File: config.mk
export PLATFORM = sky130hd
export DESIGN_NAME = flash_boot_loader_param
export DESIGN_NICKNAME = d
export VERILOG_FILES = /design/src/rtl/flash_boot_loader_param.sv
export SDC_FILE = /design/constraint.sdc
export NUM_CORES = 1
export LEC_CHECK = 0
export CAP_MARGIN = 5
export CELL_PAD_IN_SITES_DETAIL_PLACEMENT = 0
export CELL_PAD_IN_SITES_GLOBAL_PLACEMENT = 2
export CORE_AREA = 5 5 136 190
export DETAILED_ROUTE_END_ITERATION = 10
export DIE_AREA = 0 0 141 195
export GPL_TIMING_DRIVEN = 0
export PLACE_DENSITY_LB_ADDON = 0.1
export SYNTH_ARGS = -nofsm -noshare
export SYNTH_HDL_FRONTEND = slang
export SYNTH_SLANG_ARGS = --single-unit
File: constraint.sdc
create_clock -name clk -period 2.8 [get_ports clk]
set_input_delay 0.56 -clock clk [delete_from_list [all_inputs] [get_ports clk]]
set_output_delay 0.56 -clock clk [all_outputs]
set_load 0.005 [all_outputs]
File: src/rtl/flash_boot_loader_param.sv
// flash_boot_loader_param
// Power-on image loader. Copies RAM_WORDS words of one flash page into the code
// RAM through an Avalon-MM read master, optionally byte-reversing each word and
// keeping an additive checksum of the written words. Once the image is in place
// it raises done and answers single-byte flash reads until a reload is requested.
module flash_boot_loader_param #(
    parameter int DATA_WIDTH = 32,
    parameter int RAM_WORDS  = 4096,
    parameter int PAGE_WIDTH = 4,
    parameter int FLASH_AW   = 16,
    parameter int GAP_CYCLES = 3,
    parameter int BYTE_SWAP  = 1,
    localparam int RAM_AW    = $clog2(RAM_WORDS),
    localparam int BYTES     = DATA_WIDTH / 8,
    localparam int LANE_SH   = $clog2(BYTES),
    localparam int BYTE_AW   = $clog2(RAM_WORDS * BYTES)
) (
    input  logic                  clk,
    input  logic                  reset_n,
    input  logic [PAGE_WIDTH-1:0] page_index,
    input  logic                  reload,
    output logic [FLASH_AW-1:0]   flash_addr,
    output logic                  flash_read,
    input  logic                  flash_waitrequest,
    input  logic [DATA_WIDTH-1:0] flash_readdata,
    input  logic                  flash_readdatavalid,
    output logic                  ram_we,
    output logic [RAM_AW-1:0]     ram_addr,
    output logic [DATA_WIDTH-1:0] ram_wdata,
    output logic                  busy,
    output logic                  done,
    output logic [DATA_WIDTH-1:0] checksum,
    input  logic                  rd_req,
    input  logic [BYTE_AW-1:0]    rd_byte_addr,
    output logic                  rd_valid,
    output logic [7:0]            rd_byte
);

    localparam int LANE_W = (LANE_SH > 0) ? LANE_SH : 1;
    localparam int GAP_W  = (GAP_CYCLES > 1) ? $clog2(GAP_CYCLES) : 1;

    localparam logic [LANE_W-1:0] LANE_MASK = LANE_W'((1 << LANE_SH) - 1);
    localparam logic [RAM_AW-1:0] LAST_IDX  = RAM_AW'(RAM_WORDS - 1);
    localparam logic [GAP_W-1:0]  GAP_LAST  = GAP_W'(GAP_CYCLES - 1);

    typedef enum logic [3:0] {
        ST_IDLE      = 4'd0,
        ST_ISSUE     = 4'd1,
        ST_WAIT_DATA = 4'd2,
        ST_WRITE     = 4'd3,
        ST_GAP       = 4'd4,
        ST_END       = 4'd5,
        ST_SERVE     = 4'd6,
        ST_SRV_ISSUE = 4'd7,
        ST_SRV_WAIT  = 4'd8
    } state_t;

    state_t                state_q,      state_d;
    logic [RAM_AW-1:0]     word_idx_q,   word_idx_d;
    logic [PAGE_WIDTH-1:0] page_l_q,     page_l_d;
    logic [GAP_W-1:0]      gap_cnt_q,    gap_cnt_d;
    logic [LANE_W-1:0]     rd_lane_q,    rd_lane_d;
    logic                  flash_read_q, flash_read_d;
    logic [FLASH_AW-1:0]   flash_addr_q, flash_addr_d;
    logic                  ram_we_q,     ram_we_d;
    logic [RAM_AW-1:0]     ram_addr_q,   ram_addr_d;
    logic [DATA_WIDTH-1:0] ram_wdata_q,  ram_wdata_d;
    logic                  busy_q,       busy_d;
    logic                  done_q,       done_d;
    logic [DATA_WIDTH-1:0] checksum_q,   checksum_d;
    logic                  rd_valid_q,   rd_valid_d;
    logic [7:0]            rd_byte_q,    rd_byte_d;

    logic [DATA_WIDTH-1:0] loaded_s;
    logic [RAM_AW-1:0]     next_idx_s;

    // Reverse byte order: lane 0 of the result is the top lane of the input.
    function automatic logic [DATA_WIDTH-1:0] swap_bytes(input logic [DATA_WIDTH-1:0] w);
        logic [DATA_WIDTH-1:0] r;
        r = '0;
        for (int b = 0; b < BYTES; b++) begin
            r[8*b +: 8] = w[DATA_WIDTH-8-8*b +: 8];
        end
        return r;
    endfunction

    // Word as it is stored into RAM for this build.
    function automatic logic [DATA_WIDTH-1:0] load_word(input logic [DATA_WIDTH-1:0] w);
        if (BYTE_SWAP != 0) begin
            return swap_bytes(w);
        end else begin
            return w;
        end
    endfunction

    // Flash word address {zeros, page, word}.
    function automatic logic [FLASH_AW-1:0] make_addr(input logic [PAGE_WIDTH-1:0] pg,
                                                      input logic [RAM_AW-1:0]     wd);
        return FLASH_AW'({pg, wd});
    endfunction

    // Next-state and next-output logic for the load / serve sequencer.
    always_comb begin
        state_d      = state_q;
        word_idx_d   = word_idx_q;
        page_l_d     = page_l_q;
        gap_cnt_d    = gap_cnt_q;
        rd_lane_d    = rd_lane_q;
        flash_read_d = flash_read_q;
        flash_addr_d = flash_addr_q;
        ram_we_d     = 1'b0;
        ram_addr_d   = ram_addr_q;
        ram_wdata_d  = ram_wdata_q;
        busy_d       = busy_q;
        done_d       = done_q;
        checksum_d   = checksum_q;
        rd_valid_d   = 1'b0;
        rd_byte_d    = rd_byte_q;
        loaded_s     = load_word(flash_readdata);
        next_idx_s   = word_idx_q + 1'b1;

        case (state_q)
            ST_IDLE: begin
                // Automatic power-on load of the page presented at reset release.
                state_d      = ST_ISSUE;
                word_idx_d   = {RAM_AW{1'b0}};
                page_l_d     = page_index;
                checksum_d   = {DATA_WIDTH{1'b0}};
                busy_d       = 1'b1;
                done_d       = 1'b0;
                flash_read_d = 1'b1;
                flash_addr_d = make_addr(page_index, {RAM_AW{1'b0}});
            end

            ST_ISSUE: begin
                // Address and read strobe stay put until the slave stops stalling.
                if (flash_waitrequest) begin
                    state_d = ST_ISSUE;
                end else begin
                    flash_read_d = 1'b0;
                    state_d      = ST_WAIT_DATA;
                end
            end

            ST_WAIT_DATA: begin
                if (flash_readdatavalid) begin
                    ram_we_d    = 1'b1;
                    ram_addr_d  = word_idx_q;
                    ram_wdata_d = loaded_s;
                    checksum_d  = checksum_q + loaded_s;
                    state_d     = ST_WRITE;
                end else begin
                    state_d = ST_WAIT_DATA;
                end
            end

            ST_WRITE: begin
                // ram_we is high during this state; decide what follows the write.
                if (word_idx_q == LAST_IDX) begin
                    state_d = ST_END;
                end else if (GAP_CYCLES == 0) begin
                    word_idx_d   = next_idx_s;
                    flash_read_d = 1'b1;
                    flash_addr_d = make_addr(page_l_q, next_idx_s);
                    state_d      = ST_ISSUE;
                end else begin
                    gap_cnt_d = {GAP_W{1'b0}};
                    state_d   = ST_GAP;
                end
            end

            ST_GAP: begin
                if (gap_cnt_q == GAP_LAST) begin
                    word_idx_d   = next_idx_s;
                    flash_read_d = 1'b1;
                    flash_addr_d = make_addr(page_l_q, next_idx_s);
                    state_d      = ST_ISSUE;
                end else begin
                    gap_cnt_d = gap_cnt_q + 1'b1;
                    state_d   = ST_GAP;
                end
            end

            ST_END: begin
                done_d  = 1'b1;
                busy_d  = 1'b0;
                state_d = ST_SERVE;
            end

            ST_SERVE: begin
                // A reload takes priority over a byte read requested in the same cycle.
                if (reload) begin
                    state_d      = ST_ISSUE;
                    word_idx_d   = {RAM_AW{1'b0}};
                    page_l_d     = page_index;
                    checksum_d   = {DATA_WIDTH{1'b0}};
                    busy_d       = 1'b1;
                    done_d       = 1'b0;
                    flash_read_d = 1'b1;
                    flash_addr_d = make_addr(page_index, {RAM_AW{1'b0}});
                end else if (rd_req) begin
                    rd_lane_d    = LANE_W'(rd_byte_addr) & LANE_MASK;
                    flash_read_d = 1'b1;
                    flash_addr_d = make_addr(page_index, RAM_AW'(rd_byte_addr >> LANE_SH));
                    state_d      = ST_SRV_ISSUE;
                end else begin
                    state_d = ST_SERVE;
                end
            end

            ST_SRV_ISSUE: begin
                if (flash_waitrequest) begin
                    state_d = ST_SRV_ISSUE;
                end else begin
                    flash_read_d = 1'b0;
                    state_d      = ST_SRV_WAIT;
                end
            end

            ST_SRV_WAIT: begin
                // Raw flash byte, lane 0 in bits 7:0; no swap on this path.
                if (flash_readdatavalid) begin
                    rd_valid_d = 1'b1;
                    rd_byte_d  = 8'(flash_readdata >> {rd_lane_q, 3'b000});
                    state_d    = ST_SERVE;
                end else begin
                    state_d = ST_SRV_WAIT;
                end
            end

            default: begin
                flash_read_d = 1'b0;
                state_d      = ST_IDLE;
            end
        endcase
    end

    // State and output registers; asynchronous reset clears everything.
    always_ff @(posedge clk or negedge reset_n) begin
        if (!reset_n) begin
            state_q      <= ST_IDLE;
            word_idx_q   <= {RAM_AW{1'b0}};
            page_l_q     <= {PAGE_WIDTH{1'b0}};
            gap_cnt_q    <= {GAP_W{1'b0}};
            rd_lane_q    <= {LANE_W{1'b0}};
            flash_read_q <= 1'b0;
            flash_addr_q <= {FLASH_AW{1'b0}};
            ram_we_q     <= 1'b0;
            ram_addr_q   <= {RAM_AW{1'b0}};
            ram_wdata_q  <= {DATA_WIDTH{1'b0}};
            busy_q       <= 1'b0;
            done_q       <= 1'b0;
            checksum_q   <= {DATA_WIDTH{1'b0}};
            rd_valid_q   <= 1'b0;
            rd_byte_q    <= 8'h00;
        end else begin
            state_q      <= state_d;
            word_idx_q   <= word_idx_d;
            page_l_q     <= page_l_d;
            gap_cnt_q    <= gap_cnt_d;
            rd_lane_q    <= rd_lane_d;
            flash_read_q <= flash_read_d;
            flash_addr_q <= flash_addr_d;
            ram_we_q     <= ram_we_d;
            ram_addr_q   <= ram_addr_d;
            ram_wdata_q  <= ram_wdata_d;
            busy_q       <= busy_d;
            done_q       <= done_d;
            checksum_q   <= checksum_d;
            rd_valid_q   <= rd_valid_d;
            rd_byte_q    <= rd_byte_d;
        end
    end

    assign flash_addr = flash_addr_q;
    assign flash_read = flash_read_q;
    assign ram_we     = ram_we_q;
    assign ram_addr   = ram_addr_q;
    assign ram_wdata  = ram_wdata_q;
    assign busy       = busy_q;
    assign done       = done_q;
    assign checksum   = checksum_q;
    assign rd_valid   = rd_valid_q;
    assign rd_byte    = rd_byte_q;

endmodule

Word-level counts from Yosys, hierarchy flattened:

Cells that the tools add are included.

* logic and storage cells: 92
* output and inout bits: 105
* input bits: 56
* flip-flop bits (word level): 129

* bitwise gates (word level): 2
* reductions and logical operators: 18
* add/subtract/negate cells: 3
* equal/unequal tests: 17
* shift-type cells: 1
* multiplexer cells: 36

Operator list (count)
* $pmux W32 S3: 1
* $mux W32: 2
* $mux W16: 3
* $pmux W16 S3: 1
* $pmux W12 S3: 1
* $pmux W4 S9: 1
* $add A32 B32 Y32: 1
* $shr A32 B5 Y8: 1
* $mux W12: 2
* $eq A4 B3 Y1 const B: 4
* $reduce_and A3 Y1: 5
* $add A12 B1 Y12 const B: 1
* $eq A12 B12 Y1 const B: 1
* $mux W1: 12
* $mux W4: 3
* $ne A2 B2 Y1 const B: 6
* $reduce_bool A3 Y1: 3
* $eq A4 B2 Y1 const B: 2
* $pmux W4 S2: 1
* $reduce_and A2 Y1: 4
* $mux W2: 3
* $mux W3: 2
* $pmux W1 S3: 2
* $pmux W1 S5: 1
* other kinds (12): 14

Depth between registers and ports, before layout:

Gate-level depths: netlist of the first run.

* depth in word-level cells: 4
* depth in mapped cells: 11
* mapped depth without buffers: 11

Worst setup path before layout of the first run:

No wires, ideal clock.

* path type: input -> register
* start: in flash_readdata[21]
* end: reg checksum_q[25] (netlist: checksum[25])
* arrival: 2.561 ns
* path buffers: 0
* setup time: 0.131 ns
* path slack: 0.107 ns
* cell stages on the path: 9
* required time: 2.669 ns
* cells stage by stage: ha_1 > a21o_1 > o21a_1 > a311oi_2 > a31oi_2 > a2111o_1 > a31oi_1 > xor2_1 > o21ai_1

* longest elaborated chain between the ends: 3

Ends and longest elaborated chain
* start: declaration: RTL line 25 `input logic [DATA_WIDTH-1:0] flash_readdata,`
* $add A32 B32 Y32: RTL line 150 `checksum_d = checksum_q + loaded_s;`
* $mux W32: RTL line 146 `if (flash_readdatavalid) begin`
* $pmux W32 S3: RTL line 122 `case (state_q)`
* end signal: assignment: RTL line 253 `checksum_q <= {DATA_WIDTH{1'b0}};`
* end signal: assignment: RTL line 269 `checksum_q <= checksum_d;`
* end: declaration: RTL line 70 `logic [DATA_WIDTH-1:0] checksum_q, checksum_d;`

No other way between the ends. The select of a mux whose other input is x is not followed.
A chain may end at the register's enable or synchronous reset.

Worst setup path after layout of the first run:

* start: in flash_readdata[28]
* end: reg checksum_q[25] (netlist: checksum[25])

The elaborated chain is that of the path after synthesis.

==> results.md, run 1 <==
* Outcome: completed
* Number of flops mapped to enable cells by yosys at 0
* Diode count at 0
* PD cells at 1027 nW/um2
* Power Internal at 6.262 mW
* Core Area at 23810 um2
* Wire length of the first global-routing pass at just under 40000 um
* Total negative setup slack at 0 ps
* Vias per inst at 4.866
* Setup WS pre-CTS at -1071 ps
* Setup slack after layout at 92.21 ps
* Crit start category: input pin
* Grt peak-use layer: met2
* Post-Syn Area per Cell at 9.043 um2
* Layout overhead on the synthesized area at 40.84%
* Port Buffers at 160
* Seq/Total Area, Yosys at between 40% and 50%
* Critical path launch point: flash_readdata[28]
* Initial core utilization at between 20% and 30%
* Post-Synth Adder-Cell Area at 6.122%
* Max-cap violations at 0
* Fill cell total of the finished layout at 2433
* Synth unique cells at 54
* # clock sinks at 129
* Flop-to-flop setup slack at 130 ps
* Transition time at the pin with the least slew margin at between 900 and 1000 ps
* Endpoint of the worst-slack reg-to-reg timing path: checksum[30]
* Maximum vdd drop at 0.0005456 V
* Maximum buffer depth of the clock tree at 2
* Relative slew slack at 35.78%
* # hold bufs at CTS at 0
* DRT Wirelength at between 20000 and 30000 um
* Fraction of final layout cells with drive strength greater than 1 at 10.26%
* Kind of path behind the tightest hold check: in2async
* TritonCTS clock tree: built
* Count of standard-cell rows at 67
* Total die area at 27500 um2
* Ratio of final minimum period to clock period at 96.71%
* Initial antenna violation count at 0
* Initial DRC count at 250
* Via count at 6297
* Met2 capacity usage during global routing at 33.93%
* Setup Crit Path Kind: in2reg
* Simple-Gate Fraction of Synth Area at 18.72%
* Syn. warnings at 0
* Required time worst endpoint at 3080 ps
* Number of H-tree branching levels at 4
* Die outline width at 141 um
* Post-synth top flop: sky130_fd_sc_hd__dfrtp_1
* Later-pin clock latency in the skew report at between 400 and 500 ps
* Post-synthesis share of cell area spent on xor and xnor gates at 3.715%
* Number of nets with antenna violations after routing at 0
* GR met3 Demand/Resource at 4.600%
* Timing-limited maximum frequency at 369.3 MHz
* Net count after synthesis at roughly 870
* Clock tree skew after final layout at about 8.5 ps
* Synthesized-area fraction occupied by ao, oa, aoi and oai cells at 16.37%
* Worst Path Max Fanout at 4
* Count of mapped cells out of synthesis at approximately 780
* CP Data Arrival Time at 2990 ps
* Overall global routing resource usage at 18.60%
* Combinational family with the most area after synthesis: simple AND/OR/NAND/NOR gates
* Post-layout net count at 1061
* Via count of the first global-routing pass at 6612
* Total setup violations reported at the end of the flow at 0
* Switching Share at 38.75%
* Worst r2r src: checksum[0]
* Die extent in y at 195 um
* CTS clock-pin slew for the worst setup and hold paths at 60 ps
* Flop pwr share at 28.6%
* Final hold violation count at 0
* DRT Pass-1 Iters at 4
* Proportion of synthesized area in mux cells at 6.564%
* Combinational group share of total power at roughly half
* Switch Pwr at 3.962 mW
* # DRC at 0
* Setup repair after global routing missed its margin: yes
* Static power due to leakage at 4.385 nW
* Number of ports placed on the die boundary at between 150 and 200
* Number of max-slew violations in the final report at 0
* HPWL reported at the end of detailed placement at 19430 um
* TritonCTS Buffers at 17
* Synth Register Bits at 129
* Root cell of the clock tree: sky130_fd_sc_hd__clkbuf_16
* GP Congestion at 0.8158
* Met1 Use GR at 21.58%
* Routed wirelength normalized by instance count at between 15 and 20 um
* Share of total power in the clock network at 22.5%
* End point of the critical path: checksum[25]
* Proportion of register bits with asynchronous set or reset after synthesis at 100.0%
* Kind of capture point of the worst setup path: flip-flop
* Cell count of the worst reg-to-reg path at 11
* Min Tclk post-route at approximately 2700 ps
* Largest net degree at the start of global routing at 76
* Overflow left after global routing at 0
* Total standard cell area after synthesis at 7072 um2
==> worst max-delay path, cell delays in order <==
cell and delay (ps):
sky130_fd_sc_hd__clkdlybuf4s50_1 600, sky130_fd_sc_hd__ha_4 260, sky130_fd_sc_hd__a21oi_1 150, sky130_fd_sc_hd__o21ai_2 110, sky130_fd_sc_hd__o2111ai_4 270, sky130_fd_sc_hd__a31oi_4 130
sky130_fd_sc_hd__a2111o_1 460, sky130_fd_sc_hd__a31oi_2 220, sky130_fd_sc_hd__xor2_1 160, sky130_fd_sc_hd__o21ai_1 70
==> power groups by stage <==
stage          Combinational [mW]  Sequential [mW]  Clock, mW
3_3_place_gp                 4.81             2.94          0
2_1_floorplan                2.64             2.89          0
5_1_grt                      5.56             3.01       2.43
4_1_cts                      4.99             2.93       2.36
3_5_place_dp                 4.80             2.93          0
6_report                     5.00             2.93       2.30
==> metal layers <==
metal / vias to the layer above / part of all wire [%]
li1: 3106 / -
met1: 3032 / 40
met2: 137 / 53
met3: 22 / 5.1
met4: 0 / 1.3
met5: - / 0
==> Yosys cell counts (14+ instances only) <==
| cell type | count | area [um2] |
|---|---|---|
| sky130_fd_sc_hd__nand2_1 | 212 | 795.8 |
| sky130_fd_sc_hd__dfrtp_1 | 129 | 3228 |
| sky130_fd_sc_hd__a21oi_1 | 50 | 250.2 |
| sky130_fd_sc_hd__o21ai_1 | 40 | 200.2 |
| sky130_fd_sc_hd__clkbuf_1 | 37 | 138.9 |
| sky130_fd_sc_hd__nor2_1 | 34 | 127.6 |
| sky130_fd_sc_hd__ha_1 | 33 | 412.9 |
| sky130_fd_sc_hd__o21ai_0 | 27 | 135.1 |
| sky130_fd_sc_hd__mux2_2 | 19 | 214.0 |
| sky130_fd_sc_hd__nand3_1 | 19 | 95.09 |
| sky130_fd_sc_hd__xor2_1 | 17 | 148.9 |
| sky130_fd_sc_hd__inv_1 | 16 | 60.06 |
| sky130_fd_sc_hd__a21o_1 | 14 | 105.1 |
==> through the flow <==
stage | hold WS [ps] | instances | cell area [um2] | power [mW] | utilization (%)
finish | 186.1 | 1294 | 9960 | 10.22 | 41.83
global route | 244.7 | 1294 | 9960 | 11.01 | 41.83
CTS | 204.5 | 1289 | 9841 | 10.28 | 41.33
detailed placement | 462.3 | 1253 | 9090 | 7.733 | 38.18
global placement | 457.0 | 1252 | 9061 | 7.743 | 38.06
floorplan | 264.4 | 782 | 7072 | 5.527 | -
==> worst min-delay path by stage <==
stage,to,start,slack (ps)
final,checksum[24],reset_n,190
after global routing,checksum[24],reset_n,240
after CTS,checksum[19],reset_n,200
after detailed placement,ram_wdata[18],ram_wdata[18],460
after global placement,ram_wdata[14],ram_wdata[14],460
after floorplan,busy,reset_n,260
==> kinds of logic after synthesis <==
family	count (synthesis)
DFF	129
and+or+nand+nor	313
muxes	34
xor gates and xnor gates	30
adders and majority gates	34
buffers and inverters	54
AOI/OAI and AO/OA	188
==> sequential cells by signal, indices dropped and copies added, names as in the netlist <==
signal,flops
state_q,4
busy,1
flash_read,1
flash_addr,16
checksum,32
rd_valid,1
ram_we,1
ram_addr,12
page_l_q,4
done,1
word_idx_q,12
rd_lane_q,2
ram_wdata,32
gap_cnt_q,2
rd_byte,8
==> repair_timing <==
action                     CTS  global route
gates resized for setup     36            15
buffers inserted             4             5
setup endpoints to repair   25            12
pin swaps                    6             5
==> final cells by class <==
type	instances	area (um2)	share of cell area, %
timing repair buffer	170	1694	17.01
tap	310	387.9	3.894
sequential	129	3228	32.41
clock inverter	14	166.4	1.671
clock buffer	18	429.2	4.309
multi-input combinational	599	3851	38.67
inverter	16	60.06	0.6030
buffer	38	142.6	1.432
==> layout by cell type (no fill, tap or decap), types with 7 or more instances in the layout <==
cell | netlist | routed
sky130_fd_sc_hd__nor3_1 | 9 | 9
sky130_fd_sc_hd__dfrtp_1 | 129 | 129
sky130_fd_sc_hd__nand2b_1 | 7 | 7
sky130_fd_sc_hd__mux4_2 | 8 | 8
sky130_fd_sc_hd__nand2_1 | 212 | 212
sky130_fd_sc_hd__nand3_1 | 19 | 19
sky130_fd_sc_hd__a21o_1 | 14 | 14
sky130_fd_sc_hd__buf_4 | 0 | 9
sky130_fd_sc_hd__and3_1 | 8 | 8
sky130_fd_sc_hd__clkbuf_16 | 0 | 17
sky130_fd_sc_hd__dlygate4sd2_1 | 0 | 9
sky130_fd_sc_hd__nor2_1 | 34 | 33
sky130_fd_sc_hd__o31ai_1 | 11 | 11
sky130_fd_sc_hd__o21ai_1 | 40 | 37
sky130_fd_sc_hd__ha_1 | 33 | 19
sky130_fd_sc_hd__xor2_1 | 17 | 17
sky130_fd_sc_hd__o21ai_0 | 27 | 27
sky130_fd_sc_hd__a21oi_1 | 50 | 48
sky130_fd_sc_hd__clkbuf_1 | 37 | 38
sky130_fd_sc_hd__mux2i_1 | 7 | 7
sky130_fd_sc_hd__inv_1 | 16 | 16
sky130_fd_sc_hd__ha_4 | 0 | 9
sky130_fd_sc_hd__xnor2_1 | 13 | 13
sky130_fd_sc_hd__clkdlybuf4s50_1 | 0 | 144
sky130_fd_sc_hd__mux2_2 | 19 | 19
Power figures use the tool's default switching activity.
==> run 2, diff against run 1 <==
CORE_AREA = 5 5 143 200   (was 5 5 136 190)
DIE_AREA = 0 0 148 205   (was 0 0 141 195)
clock period = 2.45 ns   (was 2.8 ns; I/O delays follow)
==> run 2 against run 1 <==
The flow now finishes with violations (negative setup slack); worst setup slack lost 250 ps; register-to-register slack lost 260 ps; non-clock buffer count grew 9; first-iteration DRC count grew 8.4%; clock power grew 18%; routed wire length grew 5.6%; critical endpoint is now checksum[22]; highest routed layer unchanged.
==> results.md, run 2 (synthesis results as in run 1) <==
* Later-pin clock latency in the skew report at 430 ps (about the same)
* Outcome: finished with violations
* CP Data Arrival Time at 2920 ps (-70 ps)
* Initial antenna violation count at 0 (unchanged)
* Diode count at 0 (unchanged)
* Number of cells in the finished layout apart from fillers at 1321 (+2.1%)
* Post-layout net count at 1070 (+0.85%)
* Max-cap violations at 0 (unchanged)
* Static power due to leakage at 4.505 nW (+2.7%)
* HPWL reported at the end of detailed placement at 19990 um (+2.8%)
* Share of total power in the clock network at 22.1% (-0.4 points)
* Hold EP: ram_wdata[20]
* Commonest non-fill, non-tap cell in the layout: sky130_fd_sc_hd__nand2_1
* Timing-limited maximum frequency at 383.6 MHz
* Via count at 6332 (+0.56%)
* Flop-to-flop setup slack at -130 ps (-260 ps)
* PD cells at 1186 nW/um2 (+16%)
* Flop pwr share at 27.5% (-1.1 points)
* Routed wirelength normalized by instance count at 20.26 um (+3.5%)
* Switch Pwr at 4.734 mW (+19%)
* DRT Wirelength at 26770 um (+5.6%)
* # DRC at 0 (unchanged)
* Fin util at 38.83% (-3.0 points)
* Min Tclk post-route at 2607 ps
* Total placed cells including tap cells at 1271 (+1.4%)
* Total die area at 30340 um2 (+10%)
* CTS clock-pin slew for the worst setup and hold paths at 60 ps (about the same)
* Worst Path Max Fanout at 3 (-1)
* Setup slack after layout at -157.2 ps (-249.4 ps)
* Power Internal at 7.499 mW (+20%)
* Hold Path Origin: flash_readdata[12]
* Core Area at 26560 um2 (+12%)
* Post-Route Hold Slack at 409.7 ps (+223.6 ps)
* Final hold violation count at 0 (unchanged)
* Setup repair after global routing missed its margin: yes
* Number of nets with antenna violations after routing at 0 (unchanged)
* Largest net degree at the start of global routing at 87 (+14%)
* Clock tree skew after final layout at 7.124 ps (-1.359 ps)
* Number of max-slew violations in the final report at 0 (unchanged)
* Maximum buffer depth of the clock tree at 2 (unchanged)
* Fill cell total of the finished layout at 2653 (+9.0%)
* Endpoint of the worst-slack reg-to-reg timing path: checksum[22]
* GP Congestion at 0.7943 (-2.6%)
* Wire length of the first global-routing pass at 41170 um (+5.4%)
* Initial core utilization at 26.62% (-3.1 points)
* Cell count of the worst reg-to-reg path at 11 (unchanged)
* TritonCTS clock tree: built
* Maximum vdd drop at 0.0005367 V (-1.6%)
* Ratio of final minimum period to clock period at 106.4%
* # clock sinks at 129 (unchanged)
* Root cell of the clock tree: sky130_fd_sc_hd__clkbuf_16
* Setup Crit Path Kind: in2reg
* Total negative setup slack at -459.3 ps (-459.3 ps)
* Port Buffers at 160 (unchanged)
* Highest-count cells in the layout ignoring fill and taps: sky130_fd_sc_hd__nand2_1 (212), sky130_fd_sc_hd__clkdlybuf4s50_1 (141), sky130_fd_sc_hd__dfrtp_1 (129)
* Kind of path behind the tightest hold check: in2reg
* Number of ports placed on the die boundary at 161 (unchanged)
* Transition time at the pin with the least slew margin at 814.7 ps (-142.2 ps)
* Violations in the final reports: negative setup slack
* Total setup violations reported at the end of the flow at 7 (+7)
* Switching Share at 38.70% (-0.052 points)
* Overflow left after global routing at 0 (unchanged)
* Combinational group share of total power at 50.4% (+1.5 points)
* Count of standard-cell rows at 71 (+6.0%)
* Hold-critical path depth at 3
* Overall global routing resource usage at 17.91% (-0.70 points)
* DRT Pass-1 Iters at 4 (unchanged)
* Layout overhead on the synthesized area at 45.86%
* Required time worst endpoint at 2760 ps (-320 ps)
* Initial DRC count at 271 (+8.4%)
* Number of H-tree branching levels at 4 (unchanged)
* Vias per inst at 4.793 (-1.5%)
* Die extent in y at 205 um (+5.1%)
* TritonCTS Buffers at 17 (unchanged)
* Worst r2r src: checksum[0]
* Relative slew slack at 45.39% (+9.6 points)
* Via count of the first global-routing pass at 6714 (+1.5%)
* Die outline width at 148 um (+5.0%)
* Kind of capture point of the worst setup path: flip-flop
* Crit start category: input pin
* Fraction of final layout cells with drive strength greater than 1 at 15.41% (+5.1 points)
## run 2: worst max path at each step
stage,cells after the start,from,slack [ps],to
2_1_floorplan,11,flash_readdata[24],-20,checksum[30]
6_report,10,flash_readdata[9],-160,checksum[22]
4_1_cts,11,checksum[0],-180,checksum[22]
3_5_place_dp,10,flash_readdata[31],-1270,checksum[28]
5_1_grt,11,checksum[0],-260,checksum[22]
3_3_place_gp,1,reset_n,-5050,flash_read
## run 2: critical path, stage by stage
cell and delay [ps]:
sky130_fd_sc_hd__clkdlybuf4s50_1 500, sky130_fd_sc_hd__ha_1 380, sky130_fd_sc_hd__nand3_1 150, sky130_fd_sc_hd__nor2_1 80, sky130_fd_sc_hd__o2bb2ai_1 180, sky130_fd_sc_hd__a21o_1 210, sky130_fd_sc_hd__o211ai_1 260, sky130_fd_sc_hd__a21boi_1 120
sky130_fd_sc_hd__or3_1 310, sky130_fd_sc_hd__a32o_1 240
## run 2: timing repair
item	CTS	global route
setup buffers	18	2
resized for setup	72	30
hold buffers	1	0
pin swaps	16	8
hold endpoints to repair	10	0
setup endpoints to repair	81	64
## run 2: stage by stage
step / setup WS, ps / instance area (um2) / total power [mW]
2_1_floorplan: -22.70 / 7139 / 6.386
3_5_place_dp: -1265 / 9180 / 8.968
4_1_cts: -183.0 / 10200 / 12.27
5_1_grt: -258.3 / 10310 / 13.15
3_3_place_gp: -5049 / 9151 / 8.995
6_report: -157.2 / 10310 / 12.23
## run 2: cell type report
cell class	instances	area, um2	share of cell area (%)
clock buffers	19	452.9	4.391
clock inverters	13	161.4	1.565
inverters	16	60.06	0.5822
flip-flops and latches	129	3228	31.30
repair buffers	181	1800	17.46
multi-input cells	599	4049	39.25
plain buffers	36	152.6	1.480
well taps	328	410.4	3.979
## run 2: power by group through the flow
stage,clock network (mW),logic [mW],registers (mW)
final,2.71,6.16,3.36
after global placement,0,5.64,3.35
after global routing,2.86,6.83,3.46
after floorplan,0,3.08,3.31
after CTS,2.78,6.13,3.36
after detailed placement,0,5.61,3.36
## run 2: layer usage
layer  vias to the layer above  global-route usage [%]  part of all wire [%]  routed length [um]
met1                      3016                   21.09                    41               11070
met4                         0                   5.976                   2.1                 566
met5                         -                       0                     0                   0
met2                       146                   31.26                    51               13560
li1                       3143                       -                     -                   -
met3                        27                   5.112                   5.9                1567
